==> src/rtl/viu_pkg.sv <==
// viu_pkg
// Shared constants and types for the VIU receive-side route-tag filter.
// Holds the expected TPID, route field positions, the reserved-bit mask,
// the drop reason encoding and the byte geometry of one AXI-Stream beat.
package viu_pkg;

  // One 512-bit AXI-Stream beat carries 64 bytes; stripping the 4-byte tag
  // leaves 60 bytes to carry forward between beats.
  localparam int BEAT_BYTES = 64;
  localparam int HOLD_BYTES = BEAT_BYTES - 4;

  localparam logic [15:0] VIU_TPID = 16'h8100;

  // Field positions inside the 14-bit route carried in the TCI.
  localparam int SND_LSB  = 6;
  localparam int SND_MSB  = 9;
  localparam int PORT_LSB = 0;
  localparam int PORT_MSB = 1;

  // route[13:10] and route[5:2] must be zero.
  localparam logic [13:0] RSVD_MASK = 14'h3C3C;

  typedef enum logic [1:0] {
    DROP_NONE = 2'd0,
    DROP_TPID = 2'd1,
    DROP_RSVD = 2'd2,
    DROP_PERM = 2'd3
  } drop_reason_t;

endpackage

==> src/rtl/viu_rx_realign.sv <==
// viu_rx_realign
// Removes the 4-byte 802.1Q tag from an accepted frame and realigns the
// stream. A 60-byte hold register carries the tail of the previous beat;
// every output beat is the hold contents followed by the first 4 bytes of
// the current input beat. The output is a single registered stage.
// Ports:
//   clk, rst         clock, synchronous active-high reset
//   in_data/keep/last current input beat (from the upstream stream)
//   hdr_load         accepted header beat: load hold with bytes 0-11,16-63
//   strm_beat        body beat consumed: emit hold ++ in[0..3], refill hold
//   flush_emit       emit the leftover hold contents as the final beat
//   m_axis_*         registered output stream
//   out_free         output stage can take a new beat this cycle
module viu_rx_realign
  import viu_pkg::*;
(
  input  logic                      clk,
  input  logic                      rst,
  input  logic [BEAT_BYTES*8-1:0]   in_data,
  input  logic [BEAT_BYTES-1:0]     in_keep,
  input  logic                      in_last,
  input  logic                      hdr_load,
  input  logic                      strm_beat,
  input  logic                      flush_emit,
  input  logic                      m_axis_tready,
  output logic [BEAT_BYTES*8-1:0]   m_axis_tdata,
  output logic [BEAT_BYTES-1:0]     m_axis_tkeep,
  output logic                      m_axis_tlast,
  output logic                      m_axis_tvalid,
  output logic                      out_free
);

  localparam int DW = BEAT_BYTES * 8;
  localparam int HW = HOLD_BYTES * 8;

  logic [HW-1:0]         hold_data;
  logic [HOLD_BYTES-1:0] hold_keep;

  assign out_free = !m_axis_tvalid || m_axis_tready;

  // The hold register keeps the bytes that did not fit into the beat just
  // emitted. Its keep mask travels with it so the final flush beat knows how
  // many bytes are real. Because upstream keep is contiguous, a body beat's
  // keep is simply the hold keep with the first 4 input keep bits on top,
  // and the final beat only gets tlast here when no bytes spill past byte 3.
  always_ff @(posedge clk) begin
    if (rst) begin
      hold_data     <= '0;
      hold_keep     <= '0;
      m_axis_tvalid <= 1'b0;
      m_axis_tdata  <= '0;
      m_axis_tkeep  <= '0;
      m_axis_tlast  <= 1'b0;
    end else begin
      if (hdr_load) begin
        hold_data <= {in_data[DW-1:128], in_data[95:0]};
        hold_keep <= {in_keep[BEAT_BYTES-1:16], in_keep[11:0]};
      end else if (strm_beat) begin
        hold_data <= in_data[DW-1:32];
        hold_keep <= in_keep[BEAT_BYTES-1:4];
      end

      if (strm_beat) begin
        m_axis_tvalid <= 1'b1;
        m_axis_tdata  <= {in_data[31:0], hold_data};
        m_axis_tkeep  <= {in_keep[3:0], hold_keep};
        m_axis_tlast  <= in_last && !in_keep[4];
      end else if (flush_emit) begin
        m_axis_tvalid <= 1'b1;
        m_axis_tdata  <= {32'd0, hold_data};
        m_axis_tkeep  <= {4'd0, hold_keep};
        m_axis_tlast  <= 1'b1;
      end else if (m_axis_tready) begin
        m_axis_tvalid <= 1'b0;
      end
    end
  end

endmodule

==> src/rtl/viu_rx_vlan_filter.sv <==
// viu_rx_vlan_filter
// Receive-side enforcement of the VIU route tag. The header beat of every
// frame is checked (TPID, length, reserved bits, sender->destination
// permission); accepted frames have their tag stripped, rejected frames are
// swallowed whole and counted.
// Ports:
//   aclk, areset      clock, synchronous active-high reset
//   rx_perm           bit [d*N_SND+s]: destination d accepts sender s
//   s_axis_*          tagged frames from CMAC
//   m_axis_*          untagged accepted frames
//   route_out         route of the last accepted frame
//   route_valid       one-cycle pulse per accepted frame
//   port_out          destination port of the last accepted frame
//   drop_cnt          saturating dropped-frame counter
//   drop_reason       reason of the most recent drop
module viu_rx_vlan_filter
  import viu_pkg::*;
#(
  parameter int DATA_WIDTH = 512,
  parameter int N_ID       = 4,
  parameter int N_SND      = 16
) (
  input  logic                    aclk,
  input  logic                    areset,
  input  logic [N_ID*N_SND-1:0]   rx_perm,
  input  logic [DATA_WIDTH-1:0]   s_axis_tdata,
  input  logic [DATA_WIDTH/8-1:0] s_axis_tkeep,
  input  logic                    s_axis_tlast,
  input  logic                    s_axis_tvalid,
  output logic                    s_axis_tready,
  output logic [DATA_WIDTH-1:0]   m_axis_tdata,
  output logic [DATA_WIDTH/8-1:0] m_axis_tkeep,
  output logic                    m_axis_tlast,
  output logic                    m_axis_tvalid,
  input  logic                    m_axis_tready,
  output logic [13:0]             route_out,
  output logic                    route_valid,
  output logic [1:0]              port_out,
  output logic [31:0]             drop_cnt,
  output logic [1:0]              drop_reason
);

  localparam logic [2:0] ST_HDR   = 3'd0;
  localparam logic [2:0] ST_STRM  = 3'd1;
  localparam logic [2:0] ST_FLUSH = 3'd2;
  localparam logic [2:0] ST_LAST  = 3'd3;
  localparam logic [2:0] ST_DROP  = 3'd4;

  logic [2:0]   state;
  logic         s_ready;
  logic         s_fire;
  logic         out_free;
  logic [15:0]  tpid;
  logic [15:0]  tci;
  logic [13:0]  route;
  logic [3:0]   sender;
  logic [1:0]   port;
  logic         perm_bit;
  drop_reason_t hdr_reason;
  logic         hdr_accept;

  // Header fields; byte 12 is the most significant TPID byte on the wire.
  assign tpid   = {s_axis_tdata[12*8 +: 8], s_axis_tdata[13*8 +: 8]};
  assign tci    = {s_axis_tdata[14*8 +: 8], s_axis_tdata[15*8 +: 8]};
  assign route  = tci[13:0];
  assign sender = route[SND_MSB:SND_LSB];
  assign port   = route[PORT_MSB:PORT_LSB];

  // Permission lookup. Only ports below N_ID and senders below N_SND have a
  // bit in rx_perm; anything outside that range finds no match and is
  // treated as denied.
  always_comb begin
    perm_bit = 1'b0;
    for (int d = 0; d < N_ID; d++) begin
      for (int s = 0; s < N_SND; s++) begin
        if (port == 2'(d) && sender == 4'(s)) begin
          perm_bit = rx_perm[d*N_SND + s];
        end
      end
    end
  end

  // Header verdict with fixed priority: framing problems first (a runt
  // header cannot be trusted to hold a TPID), then reserved bits, then
  // permission. keep is contiguous, so bit 15 set means at least 16 bytes.
  always_comb begin
    hdr_reason = DROP_NONE;
    if (!s_axis_tkeep[15] || tpid != VIU_TPID) begin
      hdr_reason = DROP_TPID;
    end else if (tci[15:14] != 2'b00 || (route & RSVD_MASK) != 14'd0) begin
      hdr_reason = DROP_RSVD;
    end else if (!perm_bit) begin
      hdr_reason = DROP_PERM;
    end
  end

  assign hdr_accept = (hdr_reason == DROP_NONE);

  // Input backpressure follows the output stage while the realigner may
  // emit, is always open while discarding, and is closed while the leftover
  // hold bytes are being flushed.
  always_comb begin
    s_ready = 1'b0;
    case (state)
      ST_HDR, ST_STRM: s_ready = out_free;
      ST_DROP:         s_ready = 1'b1;
      default:         s_ready = 1'b0;
    endcase
  end

  assign s_axis_tready = s_ready;
  assign s_fire        = s_axis_tvalid && s_ready;

  // Frame FSM plus the exported route/port and drop statistics. The
  // permission decision is taken once on the header beat, so later changes
  // of rx_perm cannot affect a frame already in flight.
  always_ff @(posedge aclk) begin
    if (areset) begin
      state       <= ST_HDR;
      route_out   <= '0;
      port_out    <= '0;
      route_valid <= 1'b0;
      drop_cnt    <= '0;
      drop_reason <= '0;
    end else begin
      route_valid <= 1'b0;
      case (state)
        ST_HDR: begin
          if (s_fire) begin
            if (hdr_accept) begin
              route_out   <= route;
              port_out    <= port;
              route_valid <= 1'b1;
              state       <= s_axis_tlast ? ST_LAST : ST_STRM;
            end else begin
              drop_reason <= hdr_reason;
              if (drop_cnt != 32'hFFFF_FFFF) begin
                drop_cnt <= drop_cnt + 32'd1;
              end
              state <= s_axis_tlast ? ST_HDR : ST_DROP;
            end
          end
        end
        ST_STRM: begin
          if (s_fire && s_axis_tlast) begin
            state <= s_axis_tkeep[4] ? ST_FLUSH : ST_HDR;
          end
        end
        ST_FLUSH, ST_LAST: begin
          if (out_free) begin
            state <= ST_HDR;
          end
        end
        ST_DROP: begin
          if (s_fire && s_axis_tlast) begin
            state <= ST_HDR;
          end
        end
        default: state <= ST_HDR;
      endcase
    end
  end

  viu_rx_realign u_realign (
    .clk           (aclk),
    .rst           (areset),
    .in_data       (s_axis_tdata),
    .in_keep       (s_axis_tkeep),
    .in_last       (s_axis_tlast),
    .hdr_load      (state == ST_HDR && s_fire && hdr_accept),
    .strm_beat     (state == ST_STRM && s_fire),
    .flush_emit    ((state == ST_FLUSH || state == ST_LAST) && out_free),
    .m_axis_tready (m_axis_tready),
    .m_axis_tdata  (m_axis_tdata),
    .m_axis_tkeep  (m_axis_tkeep),
    .m_axis_tlast  (m_axis_tlast),
    .m_axis_tvalid (m_axis_tvalid),
    .out_free      (out_free)
  );

endmodule

==> config.mk <==
export PLATFORM = sky130hd
export DESIGN_NAME = viu_rx_vlan_filter
export DESIGN_NICKNAME = d
export VERILOG_FILES = /design/src/rtl/viu_pkg.sv /design/src/rtl/viu_rx_realign.sv /design/src/rtl/viu_rx_vlan_filter.sv
export SDC_FILE = /design/constraint.sdc
export NUM_CORES = 2
export LEC_CHECK = 0
export ABC_CLOCK_PERIOD_IN_PS = 7300
export CAP_MARGIN = 15
export CORE_AREA = 2 2 502 504
export DETAILED_ROUTE_END_ITERATION = 6
export DIE_AREA = 0 0 504 506
export GPL_TIMING_DRIVEN = 0
export HOLD_SLACK_MARGIN = 0.06
export SYNTH_ARGS = -nofsm -noshare
export SYNTH_HDL_FRONTEND = slang
export SYNTH_SLANG_ARGS = --single-unit
==> constraint.sdc <==
create_clock -name aclk -period 7.3 [get_ports aclk]
set_input_delay 1.46 -clock aclk [delete_from_list [all_inputs] [get_ports aclk]]
set_output_delay 1.46 -clock aclk [all_outputs]
set_load 0.03 [all_outputs]
# After elaboration in Yosys (flattened, before gate mapping)
# Cells that the tools add are included.
[word_totals]
reg_bits = 1172
latch_bits = 0
ramBits = 0
mem_bits_ro = 0
inputBits = 645
out_inout_bits = 630
elab_cells = 229
n_memories = 0
[op_classes]
n_addsub = 1
mul = 0
n_div = 0
order_cmp = 0
eq_ne = 28
n_shift = 0
mux = 91
n_bitwise = 3
n_reduce_logical = 94
[ops]
columns = ["op", "n"]
rows = [
  ["512-bit 2-to-1 mux", 2],
  ["480-bit 2-to-1 mux", 2],
  ["64-bit 2-to-1 mux", 2],
  ["60-bit 2-to-1 mux", 2],
  ["1-bit logical AND", 71],
  ["1-bit 2-to-1 mux", 70],
  ["32-bit by 1-bit adder with 32-bit output, second input constant", 1],
  ["4-bit == test, second input constant", 8],
  ["32-bit != test, second input constant", 1],
  ["3-bit 2-to-1 mux", 6],
  ["4-bit by 3-bit == test with 1-bit output, second input constant", 4],
  ["16-bit != test, second input constant", 1],
  ["14-bit nonzero test", 1],
  ["3-bit one-hot mux with 4 select lines", 1],
  ["2-bit 2-to-1 mux", 5],
  ["4-bit by 2-bit == test with 1-bit output, second input constant", 2],
  ["2-bit != test, second input constant", 4],
  ["4-bit AND reduction", 2],
  ["3-bit by 2-bit == test with 1-bit output, second input constant", 2],
  ["3-bit AND reduction", 2],
  ["2-bit nonzero test", 3],
  ["2-bit == test, second input constant", 2],
  ["4-bit by 1-bit == test with 1-bit output, second input constant", 1],
  ["2-bit logical NOT", 2],
  ["12 further kinds", 20],
]

# Longest topological paths before layout
[logic_depth]
depth_word = 73
ltp_mapped = 15
ltp_nobuf = 8

# By module
# From an unflattened synthesis, not the netlist that was laid out.
[hier_totals]
hier_cells = 5554
hier_area_um2 = 50065.5
[by_module_without_submodules]
columns = ["module", "n_inst", "cells_per_inst", "area_each_um2"]
rows = [
  ["viu_rx_realign", 1, 5076, 46316.9],
  ["viu_rx_vlan_filter", 1, 478, 3748.6],
]

# Worst setup path before layout
# Ideal clock, no wire load.
[synth_path]
path_type = "input to register"
startpoint = "in s_axis_tdata[127]"
endpoint = "reg drop_cnt[12]"
arrival_ns = 4.131
path_slack_ns = 3.048
stages = 10
path_buffers = 3
cell_sequence = "buf_2 -> buf_2 -> mux4_2 -> a222oi_1 -> o22ai_1 -> o31a_2 -> o311a_4 -> buf_2 -> nor4b_1 -> mux2_2"
[synth_via]
elab_chain_cells = 72
elab_cells_between_ends = 150
classes_between = "eq/ne (15); mux (67); bitwise (1); reduce/logical (67)"
[synth_lines]
columns = ["item", "line_no", "text"]
rows = [
  ["start: declaration", "viu_rx_vlan_filter.sv:26", "input logic [DATA_WIDTH-1:0] s_axis_tdata,"],
  ["4-bit logical NOT", "viu_rx_vlan_filter.sv:76", "if (port == 2'(d) && sender == 4'(s)) begin"],
  ["1-bit logical AND", "viu_rx_vlan_filter.sv:76", ""],
  ["1-bit 2-to-1 mux (63 in a row)", "viu_rx_vlan_filter.sv:76", ""],
  ["1-bit 2-to-1 mux (*)", "viu_rx_vlan_filter.sv:76", ""],
  ["2-bit 2-to-1 mux (*)", "viu_rx_vlan_filter.sv:92", "end else if (!perm_bit) begin"],
  ["2-bit 2-to-1 mux (*)", "viu_rx_vlan_filter.sv:90", "end else if (tci[15:14] != 2'b00 || (route & RSVD_MASK) != 14'd0) begin"],
  ["2-bit 2-to-1 mux (*)", "viu_rx_vlan_filter.sv:88", "if (!s_axis_tkeep[15] || tpid != VIU_TPID) begin"],
  ["2-bit logical NOT (*)", "viu_rx_vlan_filter.sv:97", "assign hdr_accept = (hdr_reason == DROP_NONE);"],
  ["1-bit inverter (no line) (*)", "--", ""],
  ["4-bit AND reduction (no line) (*)", "--", ""],
  ["end signal: assignment", "viu_rx_vlan_filter.sv:138", "drop_cnt <= drop_cnt + 32'd1;"],
  ["end: declaration", "viu_rx_vlan_filter.sv:39", "output logic [31:0] drop_cnt,"],
]
# Mark *: on every way between the ends. The rest lies on a longest branch, timed or not.
# A chain may end at the register's enable or synchronous reset.

# Final worst setup path
[layout_path]
startpoint = "in s_axis_tdata[113]"
endpoint = "reg u_realign.hold_keep[58]"
[layout_via]
elab_chain_cells = 72
elab_cells_between_ends = 151
classes_between = "eq/ne (15); mux (68); reduce/logical (68)"
[layout_lines]
columns = ["item", "line_no", "text"]
rows = [
  ["4-bit logical NOT", "viu_rx_vlan_filter.sv:76", ""],
  ["1-bit logical AND", "viu_rx_vlan_filter.sv:76", ""],
  ["1-bit 2-to-1 mux (63 in a row)", "viu_rx_vlan_filter.sv:76", ""],
  ["1-bit 2-to-1 mux (*)", "viu_rx_vlan_filter.sv:76", ""],
  ["2-bit 2-to-1 mux (*)", "viu_rx_vlan_filter.sv:92", ""],
  ["2-bit 2-to-1 mux (*)", "viu_rx_vlan_filter.sv:90", ""],
  ["2-bit 2-to-1 mux (*)", "viu_rx_vlan_filter.sv:88", ""],
  ["2-bit logical NOT (*)", "viu_rx_vlan_filter.sv:97", ""],
  ["1-bit logical AND (*)", "viu_rx_vlan_filter.sv:170", ".hdr_load (state == ST_HDR && s_fire && hdr_accept),"],
  ["60-bit 2-to-1 mux or 2-bit nonzero test (tied branches)", "--", ""],
  ["end signal: assignment", "viu_rx_realign.sv:57", "hold_keep <= {in_keep[BEAT_BYTES-1:16], in_keep[11:0]};"],
  ["end signal: assignment", "viu_rx_realign.sv:60", "hold_keep <= in_keep[BEAT_BYTES-1:4];"],
  ["end: declaration", "viu_rx_realign.sv:37", "logic [HOLD_BYTES-1:0] hold_keep;"],
]
# Marked as above.

==> metrics <==
status finished with violations; violated checks design-rule violations; initial antenna violation count 132; post-cts gate resize count 0; HP Class flop to flop; slowest CP cell clkdlybuf4s50_1; Reg area 23,400 sq um; Ports 1,275; GRT Total Usage 21.2%; IO buf count 1,272; pwr/cell area 218 nW/um^2; Worst-Margin Slew 1.35 ns; GP Congestion 0.977; largest net degree at the start of global routing 17; HP Start u_realign.hold_data[134]; vias in the first global route 46,100; Setup Skew 0.0241 ns; Leakage 20.3 nW; power share of the clock group 49.9%; Clock transition at path regs 0.06 ns; CP max FO 10; #FFs+latches synth 1,170; Fmax 156 MHz; minimum clock period 6.41 ns; FFs w/ async S/R, synth 0%; Overall Power 14.4 mW; leading cell type in the layout, fill and taps excluded clkdlybuf4s50_1; Detail Placement HPWL 237,000 um; GRT Residual Overflow 0; Layout area overhead 50.5%; area of the multi-input gates 18,100 sq um; most frequent cells in the layout clkdlybuf4s50_1 (1,272), dfxtp_1 (1,170), a21oi_1 (1,126); slew margin rel. 9.70%; max-slew violations 0; Pint 11.0 mW; Longest Clk Path Bufs 3; Crit path required time 7.99 ns; Die ar. 255,000 sq um; EDFF count, synth 0; CP Cell Sequence clkdlybuf4s50_1 -> clkbuf_1 -> nand3_1 -> nor4_1 -> a41oi_1 -> o211ai_1 -> o311a_1 -> buf_2 -> buf_2 -> clkbuf_1 -> o21ai_0 -> a21oi_1; switching pwr 3.37 mW; Yosys top cell by area dfxtp_1; setup TNS 0 ns; Post-Route WL 283,000 um; vias per cell 4.63; Filler Cell Count 27,300; leading post-synthesis cells by cell area dfxtp_1 (54%), a21oi_1 (13%), nand2_1 (9.6%); Max Cap Viol 0; yosys warns 0; Seq/Total Area, Yosys 53.6%; Post-Syn Area 43,700 sq um; Main synth FF type dfxtp_1; final hold vios 0; Syn Area/Cell 8.04 sq um; Die X 504 um; num rows 184; First DRT Iteration DRCs 5,028; Startpoint Class primary input; Post-CTS Setup Bufs 0; crit end category flop; Switching Fraction 23.5%; Cells after Synth 5,436; CTS sink count 1,170; Cell variety after synth 69; hold-fix buffer count after cts 0; DRC 1; worst skew pair latency 0.79 ns; TritonCTS clock tree done; final worst-path cycle share 87.7%; drt wl/cell 27.3 um; number of routed nets with antenna violations 0; first-pass GRT wire length 380,000 um; combinational group share of total power 5.6%; Worst EP arrival 7.10 ns; Num CTS Buffers 136; CP startpoint s_axis_tdata[113]; Synth Net Count 6,082; Total Nets Final 7,512; RSZ-0062 raised after global routing false; share of the synthesized area in the top cell type 53.6%; Initial Util 17.5%; # setup viols final 0; H-tree depth 4; sequential share of power 44.5%; VDD IR-drop max 0.000183 V; kind of critical path primary input to flop; via count 48,100; Core Region 250,000 sq um; DR pass1 iterations 7; delay of the slowest critical-path stage 0.74 ns; Root Buffer clkbuf_16; Die Ht 506 um; r2r startpoint u_realign.m_axis_tvalid; layout cell share with drive strength beyond 1 4.99%
## cell families after synthesis
logic type	after synthesis	synth area share, %
AND/OR/NAND/NOR	1891	18.8
AO/OA/AOI/OAI	1803	22.1
flip-flops	1170	53.6
buffers and inverters	550	4.96
multiplexers	20	0.544
XOR/XNOR	1	0.0200
adder cells (fa/ha/maj)	1	0.0286
## state kept, by name (all words and copies together), names as in the netlist
name and flops:
u_realign.m_axis_tvalid 1, u_realign.m_axis_tlast 1, u_realign.m_axis_tkeep 64, u_realign.m_axis_tdata 512, u_realign.hold_keep 60, drop_cnt 32, state 3, route_out 14
u_realign.hold_data 480, route_valid 1, drop_reason 2
## metrics by stage
step | hold slack, ns | util (%) | cells | area (sq um) | worst slack, ns
after CTS | 0.437 | 26.3 | 10300 | 65700 | 0.645
after global routing | 0.467 | 26.3 | 10300 | 65700 | 0.722
after detailed placement | 0.443 | 24.4 | 10100 | 61000 | -0.196
final | 0.449 | 26.3 | 10400 | 65800 | 0.895
after global placement | 0.438 | 24.3 | 10100 | 60600 | -0.147
after floorplan | 0.432 | - | 5436 | 43700 | 3.05
## power groups by stage
stage / clock, mW / combinational, mW / sequential, mW
after floorplan: 0 / 0.177 / 6.54
after global placement: 0 / 0.784 / 6.53
after detailed placement: 0 / 0.788 / 6.53
after CTS: 7.32 / 0.794 / 6.39
after global routing: 7.54 / 0.824 / 6.39
final: 7.17 / 0.797 / 6.39
## layer usage
layer | routed length [um] | vias up | track usage (%)
met1 | 110000 | 23200 | 24.8
met3 | 29000 | 488 | 7.46
met4 | 11400 | 72 | 8.18
met5 | 467 | - | 0
met2 | 133000 | 2502 | 35.4
li1 | - | 21800 | -
## area by class of cell
class                           count  area share, %
Antenna cell                       60          0.228
Clock inverter                     55           1.02
Inverter                           12         0.0684
Timing Repair Buffer             1292           19.9
Buffer                            538           3.24
Clock buffer                      186           6.00
Tap cell                         3348           6.37
Multi-Input combinational cell   3716           27.6
Sequential cell                  1170           35.6
## worst paths after layout
path	end	depth (start not counted)	slack, ns
max	u_realign.hold_keep[58]	12	0.89
min	u_realign.m_axis_tdata[134]	2	0.45
max reg2reg	u_realign.m_axis_tdata[499]	11	2.72
min reg2reg	u_realign.m_axis_tdata[134]	2	0.45
## cells in the mapped netlist (5+ instances only)
master    number
nand3_1      559
nand2b_1      12
o21ai_0      455
nor3_1        13
inv_1         11
mux2_2        10
nor4_1        13
a31oi_1        6
or4b_1         5
a22oi_1      144
nand4_1       17
mux2i_1        8
nor2_1        71
and3_1        17
or3_1         14
or4_1         10
o31ai_1       11
o41ai_1        8
dfxtp_1     1170
and2_1         5
nand2_1     1120
clkbuf_1     431
nor2b_1       11
a21oi_1     1126
buf_2         73
buf_1         31
a21o_1         8
## worst max-delay path: cells and delay by family
kind,cells,cell delay (ns)
compound gates,5,1.79
simple gates,2,0.79
buf+inv,5,3.02
No activity file was read; power rests on OpenSTA's default activity.
